`src/rtl/fetch_pkg.sv`:
```
// ----------------------------------------------------------------------------
// fetch_pkg
//   Shared definitions for the instruction fetch stage: instruction width,
//   default reset PC, the NOP presented to decode when the buffer is empty,
//   the buffered {pc, instr} entry layout and the fetch FSM state encoding.
// ----------------------------------------------------------------------------
package fetch_pkg;

   localparam int          INSTR_W          = 32;
   localparam int          ENTRY_W          = 2 * INSTR_W;
   localparam logic [31:0] RESET_PC_DEFAULT = 32'h0000_0000;
   localparam logic [INSTR_W-1:0] NOP_INSTR = 32'h0000_0000;

   // One buffered fetch result. pc occupies the upper half of the FIFO word.
   typedef struct packed {
      logic [31:0]        pc;
      logic [INSTR_W-1:0] instr;
   } fetch_entry_t;

   typedef enum logic [1:0] {
      S_RESET = 2'd0,   // first cycle after reset release
      S_REQ   = 2'd1,   // request presented (when buffer has room)
      S_WAIT  = 2'd2,   // request granted, waiting for its response
      S_DROP  = 2'd3    // response still owed but belongs to a flushed stream
   } fetch_state_e;

   // Instruction addresses are always word aligned.
   function automatic logic [31:0] word_align(input logic [31:0] addr);
      return {addr[31:2], 2'b00};
   endfunction

endpackage

```
`src/rtl/fetch_fifo.sv`:
```
// ----------------------------------------------------------------------------
// fetch_fifo
//   Synchronous FIFO holding fetched {pc, instr} pairs for decode.
//   The head entry is read directly from storage, so a push into an empty
//   FIFO is visible on head the following cycle.
//   Ports:
//     clk, rst_n   clock / asynchronous active-low reset
//     push         write push_data (ignored when full unless popping)
//     push_data    entry to write
//     pop          remove head (ignored when empty)
//     clear        drop every entry; has priority over push and pop
//     count        current number of entries (0..DEPTH)
//     empty        no entries
//     head         oldest entry (undefined content when empty)
// ----------------------------------------------------------------------------
module fetch_fifo #(
   parameter int DEPTH = 2,
   parameter int WIDTH = 64
) (
   input  logic                     clk,
   input  logic                     rst_n,
   input  logic                     push,
   input  logic [WIDTH-1:0]         push_data,
   input  logic                     pop,
   input  logic                     clear,
   output logic [$clog2(DEPTH):0]   count,
   output logic                     empty,
   output logic [WIDTH-1:0]         head
);

   localparam int PTR_W = $clog2(DEPTH);
   localparam int CNT_W = PTR_W + 1;
   localparam logic [CNT_W-1:0] DEPTH_C = CNT_W'(DEPTH);

   logic [WIDTH-1:0] mem [DEPTH];
   logic [PTR_W-1:0] rd_ptr;
   logic [PTR_W-1:0] wr_ptr;
   logic             full;
   logic             do_push;
   logic             do_pop;

   assign empty   = (count == '0);
   assign full    = (count == DEPTH_C);
   assign do_pop  = pop && !empty;
   // Writing into a full FIFO is allowed when the head leaves in the same cycle.
   assign do_push = push && (!full || do_pop);

   // Pointers wrap naturally because DEPTH is a power of two.
   // NOTE: sequential state uses non-blocking assignments so every register
   // samples the pre-edge values, independent of statement order.
   always_ff @(posedge clk or negedge rst_n) begin
      if (!rst_n) begin
         rd_ptr <= '0;
         wr_ptr <= '0;
         count  <= '0;
      end else if (clear) begin
         rd_ptr <= '0;
         wr_ptr <= '0;
         count  <= '0;
      end else begin
         if (do_pop)  rd_ptr <= rd_ptr + PTR_W'(1);
         if (do_push) wr_ptr <= wr_ptr + PTR_W'(1);
         count <= count + CNT_W'(do_push) - CNT_W'(do_pop);
      end
   end

   // NOTE: storage is deliberately not reset; validity is tracked by count,
   // and leaving the array reset-free lets it map onto plain flops/RAM.
   always_ff @(posedge clk) begin
      if (do_push && !clear) mem[wr_ptr] <= push_data;
   end

   assign head = mem[rd_ptr];

endmodule

```
`src/rtl/instr_fetch_unit.sv`:
```
// ----------------------------------------------------------------------------
// instr_fetch_unit
//   Fetch stage: owns the PC, issues one word request at a time to a
//   variable-latency instruction memory, buffers responses as {pc, instr}
//   in fetch_fifo and offers them to decode over valid/ready. A redirect
//   from execute flushes the buffer, restarts at the new PC and discards any
//   response still owed for the old stream.
//   Optional feature macro: FETCH_STATS_EN adds stat_fetched / stat_flushed.
//   Ports:
//     clk, rst_n         clock / asynchronous active-low reset
//     imem_req/addr      fetch request (registered), held until imem_gnt
//     imem_gnt           request accepted
//     imem_rvalid/rdata  response for the accepted request
//     redirect_valid/pc  restart fetch at redirect_pc (low two bits ignored)
//     if_valid/ready     handshake toward decode
//     if_instr/pc        head instruction and its PC (0 when not valid)
//     if_pc_plus4        if_pc + 4 (0 when not valid)
//     stat_fetched       (FETCH_STATS_EN) pushes into the buffer
//     stat_flushed       (FETCH_STATS_EN) instructions discarded by redirects
// ----------------------------------------------------------------------------
module instr_fetch_unit
   import fetch_pkg::*;
#(
   parameter logic [31:0] RESET_PC   = RESET_PC_DEFAULT,
   parameter int          FIFO_DEPTH = 2
) (
   input  logic               clk,
   input  logic               rst_n,
   output logic               imem_req,
   output logic [31:0]        imem_addr,
   input  logic               imem_gnt,
   input  logic               imem_rvalid,
   input  logic [INSTR_W-1:0] imem_rdata,
   input  logic               redirect_valid,
   input  logic [31:0]        redirect_pc,
   output logic               if_valid,
   input  logic               if_ready,
   output logic [INSTR_W-1:0] if_instr,
   output logic [31:0]        if_pc,
   output logic [31:0]        if_pc_plus4
`ifdef FETCH_STATS_EN
   ,
   output logic [31:0]        stat_fetched,
   output logic [31:0]        stat_flushed
`endif
);

   localparam int CNT_W = $clog2(FIFO_DEPTH) + 1;
   localparam logic [CNT_W-1:0] DEPTH_C = CNT_W'(FIFO_DEPTH);

   fetch_state_e     state;
   logic [31:0]      fetch_pc;
   logic [31:0]      pend_pc;     // address of the request in flight
   logic             gnt_acc;
   logic             push;
   logic             pop;
   logic [CNT_W-1:0] fifo_count;
   logic [CNT_W-1:0] count_n;
   logic             room_n;
   logic             fifo_empty;
   fetch_entry_t     push_entry;
   fetch_entry_t     head;

   assign gnt_acc = imem_req && imem_gnt;
   // A response is only kept when it belongs to the live stream and no
   // redirect arrives in the same cycle.
   assign push    = (state == S_WAIT) && imem_rvalid && !redirect_valid;
   assign pop     = if_ready && !fifo_empty;

   assign push_entry.pc    = pend_pc;
   assign push_entry.instr = imem_rdata;

   // Occupancy after this edge. Requests are issued only in S_REQ, where
   // nothing is in flight, so room here guarantees the response fits.
   assign count_n = redirect_valid ? '0
                                   : fifo_count + CNT_W'(push) - CNT_W'(pop);
   assign room_n  = (count_n < DEPTH_C);

   fetch_fifo #(
      .DEPTH (FIFO_DEPTH),
      .WIDTH (ENTRY_W)
   ) u_fifo (
      .clk       (clk),
      .rst_n     (rst_n),
      .push      (push),
      .push_data (push_entry),
      .pop       (pop),
      .clear     (redirect_valid),
      .count     (fifo_count),
      .empty     (fifo_empty),
      .head      (head)
   );

   // FSM, PC and the registered request. imem_req is computed from the
   // next state and next occupancy so it is glitch-free and, once raised in
   // S_REQ, stays high until granted.
   always_ff @(posedge clk or negedge rst_n) begin
      if (!rst_n) begin
         state    <= S_RESET;
         fetch_pc <= word_align(RESET_PC);
         pend_pc  <= '0;
         imem_req <= 1'b0;
      end else begin
         if (redirect_valid) fetch_pc <= word_align(redirect_pc);
         else if (gnt_acc)   fetch_pc <= fetch_pc + 32'd4;

         if (gnt_acc) pend_pc <= fetch_pc;

         unique case (state)
            S_RESET: begin
               state    <= S_REQ;
               imem_req <= room_n;
            end
            S_REQ: begin
               if (gnt_acc) begin
                  // A grant coinciding with a redirect fetched a stale word.
                  state    <= redirect_valid ? S_DROP : S_WAIT;
                  imem_req <= 1'b0;
               end else begin
                  imem_req <= room_n;
               end
            end
            S_WAIT: begin
               if (imem_rvalid) begin
                  state    <= S_REQ;
                  imem_req <= room_n;
               end else if (redirect_valid) begin
                  state    <= S_DROP;
               end
            end
            S_DROP: begin
               if (imem_rvalid) begin
                  state    <= S_REQ;
                  imem_req <= room_n;
               end
            end
            default: begin
               state    <= S_RESET;
               imem_req <= 1'b0;
            end
         endcase
      end
   end

   assign imem_addr = fetch_pc;

   // Decode sees zeros whenever the buffer is empty.
   assign if_valid    = !fifo_empty;
   assign if_instr    = if_valid ? head.instr        : NOP_INSTR;
   assign if_pc       = if_valid ? head.pc           : 32'h0;
   assign if_pc_plus4 = if_valid ? head.pc + 32'd4   : 32'h0;

`ifdef FETCH_STATS_EN
   // A redirect discards every buffered entry plus the owed response when the
   // in-flight request belonged to the live stream (S_WAIT, or granted in the
   // redirect cycle). In S_DROP that response was already counted.
   logic        resp_drop;
   logic [31:0] flush_amount;

   assign resp_drop    = (state == S_WAIT) || gnt_acc;
   assign flush_amount = 32'(fifo_count) + {31'b0, resp_drop};

   always_ff @(posedge clk or negedge rst_n) begin
      if (!rst_n) begin
         stat_fetched <= '0;
         stat_flushed <= '0;
      end else begin
         if (push)           stat_fetched <= stat_fetched + 32'd1;
         if (redirect_valid) stat_flushed <= stat_flushed + flush_amount;
      end
   end
`endif

endmodule

```
`config.mk`:
```
export PLATFORM = sky130hd
export DESIGN_NAME = instr_fetch_unit
export DESIGN_NICKNAME = d
export VERILOG_FILES = /design/src/rtl/fetch_pkg.sv /design/src/rtl/fetch_fifo.sv /design/src/rtl/instr_fetch_unit.sv
export SDC_FILE = /design/constraint.sdc
export NUM_CORES = 1
export LEC_CHECK = 0
export CAP_MARGIN = 20
export CORE_UTILIZATION = 40
export DETAILED_ROUTE_END_ITERATION = 6
export MAX_ROUTING_LAYER = met4
export PLACE_DENSITY = 0.66
export SYNTH_ARGS = -nofsm -noshare
export SYNTH_HDL_FRONTEND = slang
export SYNTH_SLANG_ARGS = --single-unit
```
`constraint.sdc`:
```
create_clock -name clk -period 8.1 [get_ports clk]
set_input_delay 2.43 -clock clk [delete_from_list [all_inputs] [get_ports clk]]
set_output_delay 2.43 -clock clk [all_outputs]
set_load 0.05 [all_outputs]
```
==> impl_metrics.csv, run 1 <==
group,metric,value,unit
timing,timing.slew.headroom,30.24,%
routing,avgViaCountPerCell,5.074,
synth,netlist_area,0.008965,sq mm
pwr,sw_frac_of_total,44.13,%
synth,synth_top_area_share,41.54,%
clocking,post-cts-setup-buffers,0,
routing,wl_per_cell,16.73,um
timing,setup_tns,0,ns
timing,finalSetupViolations,0,
floorplanning,die-area,0.02301,sq mm
floorplanning,core-area,0.02189,sq mm
worst_setup_path,r2r_cells,6,
clocking,post_cts_resized,0,
synth,ys.warnings.count,0,
timing,clock_skew,0.01233,ns
cells_and_area,multi_input_area,0.003371,sq mm
placed_design,placed_cell_area,0.01111,sq mm
clocking,cts_tree,"yes",
clocking,hold_buffers,0,
timing,grt_setup_unrepaired,"no",
global_route,antenna_found_initial,0,
floorplanning,row_count,54,
placed_design,dp_cells,1170,
synth,ys_types,61,
pwr,power.total,4.115,mW
cells_and_area,layout.cells.non_filler,1202,
floorplanning,initial_core_util,40.95,%
timing,slew_violations,0,
worst_setup_path,cp_max_fo,72,
clocking,clk_latency,0.43,ns
pwr,p_int,2.299,mW
min_path,hold_path_class,"reg2reg",
routing,first_pass_iters,4,
cells_and_area,antenna_cells,0,
worst_setup_path,end_kind,"primary output",
floorplanning,die_w,151.7,um
worst_setup_path,cp.arrival,4.24,ns
min_path,worstHoldPathCells,0,
synth,synth.top_cells.by_area,"edfxtp_1, dfrtp_1, mux2i_1",
pwr,power_frac_clock,19.2,%
timing,min_period,6.671,ns
global_route,first_global_vias,5731,
synth,ys.flop_type,"edfxtp_1",
routing,drc,0,
placed_design,gp_congestion,0.8235,
synth,synth_area_leader_cell,"edfxtp_1",
cells_and_area,nets,987,
global_route,grt-ovfl-total,0,
global_route,grt_max_degree,85,
job,drv_cap,0,
worst_setup_path,critical_path_class,"reg2out",
synth,ys_seq_elements,191,
cells_and_area,fillers,1923,
clocking,htreeDepth,4,
clocking,cts_inserted_buffers,17,
routing,ant_nets,0,
worst_setup_path,critPathLaunchType,"flip-flop",
pwr,seqPwrFrac,32.9,%
floorplanning,ios,200,
global_route,grt_pass1_wl,30.97,mm
clocking,clk_path_buf_depth,2,
timing,finalHoldViolations,0,
placed_design,hpwl,14.26,mm
global_route,gr-usage-all-layers,18.31,%
cells_and_area,drive_above_1_share,9.978,%
synth,syn_area_per_cell,12.38,sq um
synth,synthTopCellsByCount,"edfxtp_1, nor2_1, dfrtp_1",
timing,tightest_slew,1.046,ns
synth,syn_inst,724,
synth,async_reset_ff_share,35.08,%
synth,yosysMostFrequentCell,"edfxtp_1",
routing,drt_iter0_markers,314,
routing,vias,6099,
pwr,comb_power_share,47.9,%
pwr,p_leak,4.029,nW
clocking,clkTransAtPathRegs,0.07,ns
synth,synth-seq-area-share,60.24,%
floorplanning,fp.dieH,151.7,um
timing,period_share,82.35,%
placed_design,portBuffers,191,
worst_setup_path,worstPathRequired,5.67,ns
routing,drt-total-wl,20.11,mm
cells_and_area,final-seq-area,0.005404,sq mm
cells_and_area,area_delta_synth_final,30.08,%
timing,max_freq,149.9,MHz
cells_and_area,final_area,0.01166,sq mm
clocking,cts_sinks,191,
pwr,p_per_area,352.9,mW/mm^2
run_status,status,"completed",
pwr,p_sw,1.816,mW
clocking,root_buffer,"clkbuf_16",
pwr,ir_worst_vdd,0.0002329,V
synth,synth_edf_count,124,
==> final cells by class <==
cell class                 instances  area share (%)
sequential                       191           46.34
inverter                           9          0.2897
clock inverter                    12          0.9549
clock buffer                      20           3.745
tap                              280           3.004
timing repair buffer             198           16.76
multi-input combinational        492           28.91
==> power groups by stage <==
| stage | Sequential, mW | Clock [mW] | Combinational (mW) |
|---|---|---|---|
| global placement | 1.37 | 0 | 1.97 |
| floorplan | 1.34 | 0 | 1.38 |
| global route | 1.38 | 0.846 | 2.10 |
| CTS | 1.36 | 0.806 | 1.99 |
| finish | 1.36 | 0.788 | 1.97 |
| detailed placement | 1.38 | 0 | 1.99 |
==> critical path: stages, from the launching register on <==
cell and delay (ns):
dfrtp_4 1.08, buf_4 0.48, mux2i_1 0.23, a221oi_2 0.31, nand4_2 0.26, o31a_1 0.35, nor3_1 0.17, clkdlybuf4s50_1 0.83
==> through the flow <==
step           hold slack (ns)  utilization (%)  setup slack [ns]
2_1_floorplan           0.4366                -             2.031
3_3_place_gp            0.4478            50.77             1.884
3_5_place_dp            0.4594            50.77             1.881
4_1_cts                 0.4746            53.27             1.399
5_1_grt                 0.4912            53.27             1.219
6_report                0.4703            53.27             1.429
==> final timing paths <==
| path | from | slack (ns) | endpoint |
|---|---|---|---|
| max | u_fifo.rd_ptr | 1.43 | if_pc_plus4[26] |
| max in group asynchronous | rst_n | 5.24 | u_fifo.rd_ptr |
| min in group asynchronous | rst_n | 2.18 | imem_addr[26] |
| min | pend_pc[20] | 0.47 | u_fifo.mem[1][52] |
| min reg2reg | pend_pc[20] | 0.47 | u_fifo.mem[1][52] |
| max reg2reg | state[0] | 5.17 | u_fifo.mem[0][8] |
==> cell usage in the layout, fill, tap and decap left out, drive strengths merged, types with 3 or more instances in the layout <==
| cell | n |
|---|---|
| clkdlybuf4s50 | 189 |
| edfxtp | 124 |
| nor2 | 89 |
| dfrtp | 67 |
| nand2 | 60 |
| mux2i | 59 |
| o21ai | 40 |
| mux2 | 36 |
| nand3 | 32 |
| nand4 | 24 |
| xor2 | 23 |
| xnor2 | 21 |
| clkbuf | 20 |
| nand3b | 10 |
| inv | 10 |
| a21oi | 9 |
| nor2b | 9 |
| buf | 9 |
| nor4 | 9 |
| ha | 8 |
| clkinv | 8 |
| nor3 | 7 |
| and2 | 7 |
| conb | 6 |
| a22oi | 6 |
| o31a | 5 |
| and3 | 4 |
| nor3b | 3 |
| nand4b | 3 |
==> flip-flops by register name, summed over array words and instances, names as in the netlist <==
register       flops
u_fifo.mem       124
imem_addr         30
pend_pc           30
state              2
u_fifo.count       2
imem_req           1
u_fifo.rd_ptr      1
u_fifo.wr_ptr      1
==> per-layer routing <==
metal | global-route usage, % | vias to the layer above | part of all wire [%] | wire [um]
met4 | 6.535 | 0 | 1.9 | 374
met1 | 24.76 | 2902 | 48 | 9675
met2 | 27.00 | 169 | 44 | 8819
met5 | - | - | 0 | 0
li1 | - | 3005 | - | -
met3 | 4.102 | 23 | 6.1 | 1236
==> logic make-up after synthesis <==
kind of cell / share of synthesized area (%)
other cells: 0.04183
mux: 11.11
xor+xnor: 4.299
buf+inv: 2.554
fa+ha+maj: 1.117
flops: 60.24
compound gates: 5.429
simple gates: 15.21
Note: power is estimated with default switching activity, not from simulation.
==> run 2: changes to the inputs <==
==> constraint.sdc (replaced) <==
create_clock -name clk -period 6.4 [get_ports clk]
set_input_delay 1.92 -clock clk [delete_from_list [all_inputs] [get_ports clk]]
set_output_delay 1.92 -clock clk [all_outputs]
set_load 0.05 [all_outputs]
==> impl_metrics.csv, run 2 (same netlist as run 1, synthesis figures left out) <==
group,metric,value,unit
pwr,p_leak,4.099,nW
cells_and_area,regMostFlops,"u_fifo.mem",
routing,vias,6129,
routing,drt_iter0_markers,275,
worst_setup_path,critical_path_class,"reg2out",
worst_setup_path,critPathMaxStageDelay,0.87,ns
clocking,clkTransAtPathRegs,0.07,ns
pwr,p_per_area,450.9,mW/mm^2
worst_setup_path,cp_slowest_cell,"dfrtp_4",
worst_setup_path,path_delay_family,"flip-flops",
floorplanning,initial_core_util,40.95,%
timing,tightest_slew,0.9376,ns
routing,drt-total-wl,20.42,mm
clocking,clk_latency,0.43,ns
timing,timing.slew.headroom,37.50,%
timing,fin_ws,0.6809,ns
routing,drc,0,
placed_design,dp_cells,1176,
clocking,cts_inserted_buffers,17,
routing,ant_nets,0,
clocking,cts_sinks,191,
worst_setup_path,r2r-end,"u_fifo.mem[1][10]",
placed_design,hpwl,14.70,mm
worst_setup_path,worst-path-stages,7,
pwr,power.total,5.299,mW
cells_and_area,fin_util,53.68,%
global_route,gr-usage-all-layers,18.51,%
cells_and_area,layout_commonest_cell,"clkdlybuf4s50_1",
worst_setup_path,end_kind,"primary output",
global_route,grt_pass1_wl,31.18,mm
global_route,grt_max_degree,85,
global_route,antenna_found_initial,0,
worst_setup_path,r2r_slack,3.69,ns
placed_design,portBuffers,191,
min_path,worstHoldPathCells,0,
timing,max_freq,174.9,MHz
floorplanning,core-area,0.02189,sq mm
routing,first_pass_iters,4,
min_path,holdCritStartpoint,"pend_pc[7]",
timing,finalHoldViolations,0,
timing,setup_tns,0,ns
worst_setup_path,path_buf_inv,1,
global_route,grt-ovfl-total,0,
timing,hold_ws,0.4762,ns
run_status,status,"completed",
timing,min_period,5.719,ns
clocking,post_cts_resized,0,
floorplanning,row_count,54,
floorplanning,die_w,151.7,um
clocking,clk_path_buf_depth,2,
cells_and_area,area_delta_synth_final,31.08,%
timing,period_share,89.36,%
cells_and_area,layout.cells.non_filler,1208,
worst_setup_path,cp_max_fo,53,
worst_setup_path,cp.arrival,3.80,ns
clocking,cts_tree,"yes",
cells_and_area,final_area,0.01175,sq mm
routing,avgViaCountPerCell,5.074,
cells_and_area,nets,993,
cells_and_area,antenna_cells,0,
timing,clock_skew,0.008490,ns
worst_setup_path,critPathLaunchType,"flip-flop",
clocking,root_buffer,"clkbuf_16",
floorplanning,fp.dieH,151.7,um
job,drv_cap,0,
cells_and_area,largest_register_ffs,124,
routing,wl_per_cell,16.90,um
timing,grt_setup_unrepaired,"no",
min_path,hold_path_class,"reg2reg",
floorplanning,die-area,0.02301,sq mm
pwr,ir_worst_vdd,0.0002527,V
timing,finalSetupViolations,0,
placed_design,placed_cell_area,0.01116,sq mm
worst_setup_path,worstPathRequired,4.48,ns
clocking,hold_buffers,0,
worst_setup_path,r2r_cells,6,
worst_setup_path,path_cells,"mux2_2 > ha_1 > a21boi_2 > nand2_1 > nor4b_2 > mux2_1 > clkdlybuf4s50_1",
floorplanning,ios,200,
worst_setup_path,reg2reg_from,"state[0]",
placed_design,dp_slack,1.102,ns
clocking,htreeDepth,4,
cells_and_area,final_cell_mix,"clkdlybuf4s50_1, edfxtp_1, nor2_1",
global_route,first_global_vias,5790,
min_path,hold_end,"u_fifo.mem[1][39]",
clocking,post-cts-setup-buffers,0,
placed_design,gp_congestion,0.8076,
cells_and_area,drive_above_1_share,10.78,%
timing,slew_violations,0,
==> run 2: cell count changes in the layout (fill, tap and decap cells not counted), sizes merged <==
| cell | delta |
|---|---|
| buf | +6 |
| clkbuf | +6 |
| clkinv | -7 |
| clkinvlp | -2 |
| inv | +3 |
==> run 2: power breakdown <==
part	leakage, nW	total (mW)	internal (mW)	switching (mW)
Sequential	1.94	1.70	1.51	0.185
Combinational	1.86	2.54	0.867	1.67
Clock	0.297	1.06	0.614	0.450
Total	4.10	5.30	2.99	2.30
==> run 2: worst max-delay path by stage <==
stage | endpoint | slack [ns] | from
finish | if_pc_plus4[28] | 0.68 | u_fifo.rd_ptr
global route | if_pc_plus4[28] | 0.46 | u_fifo.rd_ptr
CTS | if_pc_plus4[30] | 0.62 | u_fifo.rd_ptr
detailed placement | if_pc_plus4[30] | 1.10 | u_fifo.rd_ptr
global placement | if_pc_plus4[26] | 1.11 | u_fifo.rd_ptr
floorplan | u_fifo.mem[0][0] | 0.84 | redirect_valid
==> run 2: area by class of cell <==
type	instances	area, sq um
fillers	1909	10140
well taps	280	350.3
clock buffers	26	526.8
repair buffers	204	1999
clock inverters	6	66.31
multi-input cells	492	3371
flip-flops and latches	191	5404
inverters	9	33.78
==> run 2: per-layer routing <==
layer	up-vias	wire [um]	track usage, %	share of wire, %
li1	3016	-	-	-
met1	2895	9785	25.26	48
met2	197	9120	27.25	45
met3	21	1165	3.982	5.7
met4	0	346	6.386	1.7
met5	-	0	-	0
